--- config.mk ---
export PLATFORM = sky130hd
export DESIGN_NAME = reg_file_sb
export DESIGN_NICKNAME = d
export VERILOG_FILES = /design/src/rtl/reg_file_sb.sv
export SDC_FILE = /design/constraint.sdc
export NUM_CORES = 1
export LEC_CHECK = 0
export CORE_UTILIZATION = 33
export CTS_BUF_LIST = sky130_fd_sc_hd__clkbuf_16
export DETAILED_ROUTE_END_ITERATION = 16
export PLACE_DENSITY = 0.62
export SLEW_MARGIN = 10
export SYNTH_ARGS = -nofsm -noshare
export SYNTH_HDL_FRONTEND = slang
export SYNTH_SLANG_ARGS = --single-unit
--- constraint.sdc ---
create_clock -name clk_i -period 5.46 [get_ports clk_i]
set_input_delay 1.092 -clock clk_i [delete_from_list [all_inputs] [get_ports clk_i]]
set_output_delay 1.092 -clock clk_i [all_outputs]
set_load 0.01 [all_outputs]
--- src/rtl/reg_file_sb.sv ---
// reg_file_sb: 2-read/2-write register file with accumulator and load scoreboard.
// A per-register busy bit tracks outstanding loads. Decode stalls when it touches a busy register.
// Optional feature: define REG_FILE_BYPASS_EN to forward returning load data to the read ports.
module reg_file_sb #(
    parameter int unsigned W = 8,
    parameter int unsigned D = 3
) (
    input  logic                clk_i,
    input  logic                rst_ni,
    input  logic                acc_read_i,
    input  logic                acc_write_i,
    input  logic [1:0]          reg_write_i,
    input  logic [D-1:0]        src_a_i,
    input  logic [D-1:0]        src_b_i,
    input  logic [W-1:0]        write_value_i,
    input  logic                load_issue_i,
    input  logic [D-1:0]        load_dst_i,
    input  logic                load_done_i,
    input  logic [D-1:0]        load_done_dst_i,
    input  logic [W-1:0]        load_value_i,
    output logic [W-1:0]        read_a_o,
    output logic [W-1:0]        read_b_o,
    output logic                stall_o,
    output logic [(2**D)-1:0]   busy_vec_o,
    output logic                err_flag_o
);

    localparam int unsigned N = 2 ** D;

    logic [W-1:0] rf_q [N];
    logic [W-1:0] rf_d [N];
    logic [W-1:0] acc_q, acc_d;
    logic [N-1:0] busy_q, busy_d;
    logic         err_q, err_d;

    logic         done_hit;
    logic [N-1:0] done_vec;
    logic [N-1:0] busy_rd;
    logic [N-1:0] busy_iss;

    // A returning load only counts when its destination is actually outstanding.
    assign done_hit = load_done_i && busy_q[load_done_dst_i];
    assign done_vec = done_hit ? (N'(1) << load_done_dst_i) : '0;
    // The returning load frees its register for a new issue in the same cycle.
    assign busy_iss = busy_q & ~done_vec;

`ifdef REG_FILE_BYPASS_EN
    // Forwarded registers do not hold up reads.
    assign busy_rd = busy_q & ~done_vec;
`else
    assign busy_rd = busy_q;
`endif

    // Hazard detection: reads, write targets and new load destinations.
    always_comb begin
        stall_o = 1'b0;
        if (!acc_read_i && busy_rd[src_a_i]) stall_o = 1'b1;
        if (busy_rd[src_b_i]) stall_o = 1'b1;
        if (reg_write_i[0] && busy_q[src_a_i]) stall_o = 1'b1;
        if (reg_write_i[1] && busy_q[src_b_i]) stall_o = 1'b1;
        if (load_issue_i && busy_iss[load_dst_i]) stall_o = 1'b1;
    end

    // Combinational read ports, with optional load forwarding.
    always_comb begin
        read_a_o = acc_read_i ? acc_q : rf_q[src_a_i];
        read_b_o = rf_q[src_b_i];
`ifdef REG_FILE_BYPASS_EN
        if (!acc_read_i && done_hit && (load_done_dst_i == src_a_i)) read_a_o = load_value_i;
        if (done_hit && (load_done_dst_i == src_b_i)) read_b_o = load_value_i;
`endif
    end

    // Next-state: load writeback always accepted; decode-side updates gated by stall.
    always_comb begin
        rf_d   = rf_q;
        acc_d  = acc_q;
        busy_d = busy_q;
        err_d  = err_q;
        if (load_done_i) begin
            if (busy_q[load_done_dst_i]) begin
                rf_d[load_done_dst_i]   = load_value_i;
                busy_d[load_done_dst_i] = 1'b0;
            end else begin
                err_d = 1'b1;
            end
        end
        if (!stall_o) begin
            if (reg_write_i[0]) rf_d[src_a_i] = write_value_i;
            if (reg_write_i[1]) rf_d[src_b_i] = write_value_i;
            if (acc_write_i) acc_d = write_value_i;
            if (load_issue_i) busy_d[load_dst_i] = 1'b1;
        end
    end

    // State registers with asynchronous clear.
    always_ff @(posedge clk_i or negedge rst_ni) begin
        if (!rst_ni) begin
            rf_q   <= '{default: '0};
            acc_q  <= '0;
            busy_q <= '0;
            err_q  <= 1'b0;
        end else begin
            rf_q   <= rf_d;
            acc_q  <= acc_d;
            busy_q <= busy_d;
            err_q  <= err_d;
        end
    end

    assign busy_vec_o = busy_q;
    assign err_flag_o = err_q;

endmodule

==> impl_results.md <==
* Via density at between 5 and 6
* Gate power share at between 40% and 50%
* Routability cong. at roughly 0.86
* Detailed Route Iter0 Violations at approximately 330
* Fill count at about 1500
* Root buffer cell: clkbuf_16
* NetSw at 0.000941 W
* Status: finished, final reports clean
* Register area share after synthesis at between 30% and 40%
* Die Ht at between 100 and 150 um
* Clk_skew at 0.00617 ns
* Slew Viols, Final at 0
* Clock sinks at 81
* Worst setup path class: input port to primary output
* Max cap viols at 0
* Total power density per cell area at roughly 460 mW/mm^2
* Initial antenna violation count at 0
* Cell Rows at 46
* Worst Max-Slew Pin Slew at 1.07 ns
* Post-synth ARST share at 100%
* Post-Route WL at about 16000 um
* Post-CTS Setup Inserts at 0
* Pin count of the biggest net entering global routing at 82
* Skew-Pair Late Insertion Delay at 0.35 ns
* Final hold viol count at 0
* Syn Nets at slightly below 500
* Clock Power Share at roughly 22%
* Hold Path Depth at 1
* Switching part of the total power at between 30% and 40%
* Antenna Cells at 0
* Starting Density at approximately a third
* Pint at around 0.0021 W
* Area added between synthesis and finish at 20.9%
* CTS tree: yes
* Cell count after synthesis at 456
* Final Core Density at about two fifths
* Fin Setup TNS at 0 ns
* Avg WL per Cell at 22.2 um
* Min setup slack post-route at 0.894 ns
* Arr. time, crit path at 3.47 ns
* CTS clock-pin slew for the worst setup and hold paths at about 0.06 ns
* Req. time, crit path at ~4.4 ns
* # setup viols final at 0
* Flop pwr share at a little under two fifths
* Static Leak at around 2.7 nW
* Worst Setup Start Kind: input port
* CTS H-tree depth at 3
* Via count at around 4200
* Synthesized area per cell at 12.0 um^2
* Number of flops mapped to enable cells by yosys at 0
* CP Max Fanout at 14
* TritonCTS buffer count at 9
* Detail Placement HPWL at 10800 um
* CP endpoint kind: primary output
* Period utilization at ~84%
* First-pass GRT wire length at 25100 um
* Post-route ant nets at 0
* Max clock buf depth at 2
* Fin crit period at 4.57 ns
* Post-CTS Resized at 0
* Gr usage total at about a fifth
* Core footprint at between 0.015 and 0.02 mm^2
* Buffers on Ports at 61
* FMAX at 219 MHz
* DR DRC count at 0
* FF-to-FF path depth at 7
* Die width at 131 um
* VDD IR-drop max at about 180 uV
* Yosys reg bits at 81
* R2R setup slack at 2.67 ns
* Placed Area at 0.00630 mm^2
* Post-route design area at 0.00663 mm^2
* Most used flip-flop cell after synthesis: dfrtp_1
* Layout Nets at 544
* Vias in the first global route at 4229
* # hold bufs at CTS at 0
* RSZ-0062 raised after global routing: false
* Total gr overflow at 0
* Synth warnings at 0
* I/O pins at 62
* Synth Cell Area at ~0.0055 mm^2
* Pre-CTS setup slack at 0.939 ns
* Detailed Routing Iterations Pass 1 at 5
* Share of post-route cells with drive strength above 1 at roughly 37%
* Distinct cells, synth at 48
* Die footprint at ~0.017 mm^2
* Hold crit path type: flop to flop
* Slew headroom at 28.6%
## Yosys cell counts (all sizes together) (3+ instances only)
library cell | n | share of area, %
a21o | 3 | 0.41
a21oi | 10 | 1.1
a221o | 4 | 0.73
a22o | 3 | 0.48
a22oi | 4 | 0.55
a31oi | 3 | 0.34
a32oi | 3 | 0.48
buf | 20 | 1.7
clkbuf | 10 | 0.69
dfrtp | 81 | 37
inv | 12 | 0.82
mux2 | 140 | 29
mux2i | 21 | 3.8
mux4 | 24 | 9.9
nand2 | 31 | 2.1
nand3 | 8 | 0.73
nand4b | 4 | 0.64
nor2 | 18 | 1.8
nor2b | 6 | 0.69
o21ai | 13 | 1.2
o31ai | 5 | 0.69
o41ai | 3 | 0.48
or2 | 5 | 0.57
## critical path: stages
cell and delay (ns):
clkdlybuf4s50_1 0.70, buf_4 0.33, nor2b_1 0.34, a22oi_1 0.12, o221ai_1 0.28, clkdlybuf4s50_1 0.60
## power by group through the flow
stage / Sequential [W] / Combinational [W] / Clock [W]
floorplan: 0.00106 / 0.000894 / 0
detailed placement: 0.00114 / 0.00125 / 0
finish: 0.00114 / 0.00125 / 0.000685
CTS: 0.00113 / 0.00126 / 0.000695
global route: 0.00117 / 0.00135 / 0.000728
global placement: 0.00112 / 0.00122 / 0
## layer usage
| metal | wire length [um] | GRT usage [%] | share of wire, % | vias to the layer above |
|---|---|---|---|---|
| met5 | 0 | 0 | 0 | - |
| met4 | 584 | 10.3 | 3.6 | 0 |
| met3 | 945 | 3.42 | 5.8 | 37 |
| met2 | 7870 | 32.9 | 49 | 167 |
| met1 | 6800 | 26.2 | 42 | 2114 |
| li1 | - | - | - | 1842 |
## area by class of cell
| cell class | count | area (um^2) | share of cell area [%] |
|---|---|---|---|
| Multi-Input combinational cell | 333 | 3270 | 49.4 |
| Sequential cell | 81 | 2030 | 30.6 |
| Timing Repair Buffer | 71 | 683 | 10.3 |
| Tap cell | 216 | 270 | 4.08 |
| Clock buffer | 9 | 225 | 3.40 |
| Clock inverter | 6 | 101 | 1.53 |
| Inverter | 12 | 45.0 | 0.680 |
## through the flow
step | hold slack (ns) | cells | power, W
finish | 0.468 | 728 | 0.00307
global route | 0.495 | 728 | 0.00324
CTS | 0.480 | 728 | 0.00308
detailed placement | 0.467 | 713 | 0.00239
global placement | 0.441 | 713 | 0.00234
floorplan | 0.481 | 456 | 0.00195
## path summary, 6_finish.rpt
path | endpoint | startpoint
min in group asynchronous | rf_q[43]$_DFF_PN0_ | rst_ni
max in group asynchronous | rf_q[12]$_DFF_PN0_ | rst_ni
max reg2reg | rf_q[36]$_DFF_PN0_ | busy_vec_o[6]$_DFF_PN0_
max | read_b_o[1] | src_b_i[0]
min | err_flag_o$_DFFE_PN0P_ | err_flag_o$_DFFE_PN0P_
min reg2reg | err_flag_o$_DFFE_PN0P_ | err_flag_o$_DFFE_PN0P_
## placed cells by master, fill, tap and decap left out, types with 5 or more instances in the layout
cell type / Yosys / routed
o31ai_1: 5 / 5
o21ai_0: 13 / 13
clkbuf_16: 0 / 9
nor2b_1: 6 / 6
nand3_1: 8 / 8
mux4_2: 24 / 24
dfrtp_1: 81 / 81
buf_4: 0 / 11
nand2_1: 31 / 31
clkdlybuf4s50_1: 0 / 60
mux2_4: 8 / 8
mux2_1: 9 / 9
inv_1: 12 / 15
mux2i_1: 21 / 21
mux2_2: 123 / 123
a21oi_1: 9 / 9
nor2_1: 14 / 14
## logic make-up after synthesis
family / count (synthesis) / synth area share (%)
flops: 81 / 37.0
mux: 185 / 43.0
buf+inv: 42 / 3.24
simple gates: 86 / 8.54
compound gates: 62 / 8.20
## registers in the layout, indices dropped and copies added (netlist names)
name / cells
err_flag_o: 1
acc_q: 8
busy_vec_o: 8
rf_q: 64
Power figures use the tool's default switching activity.
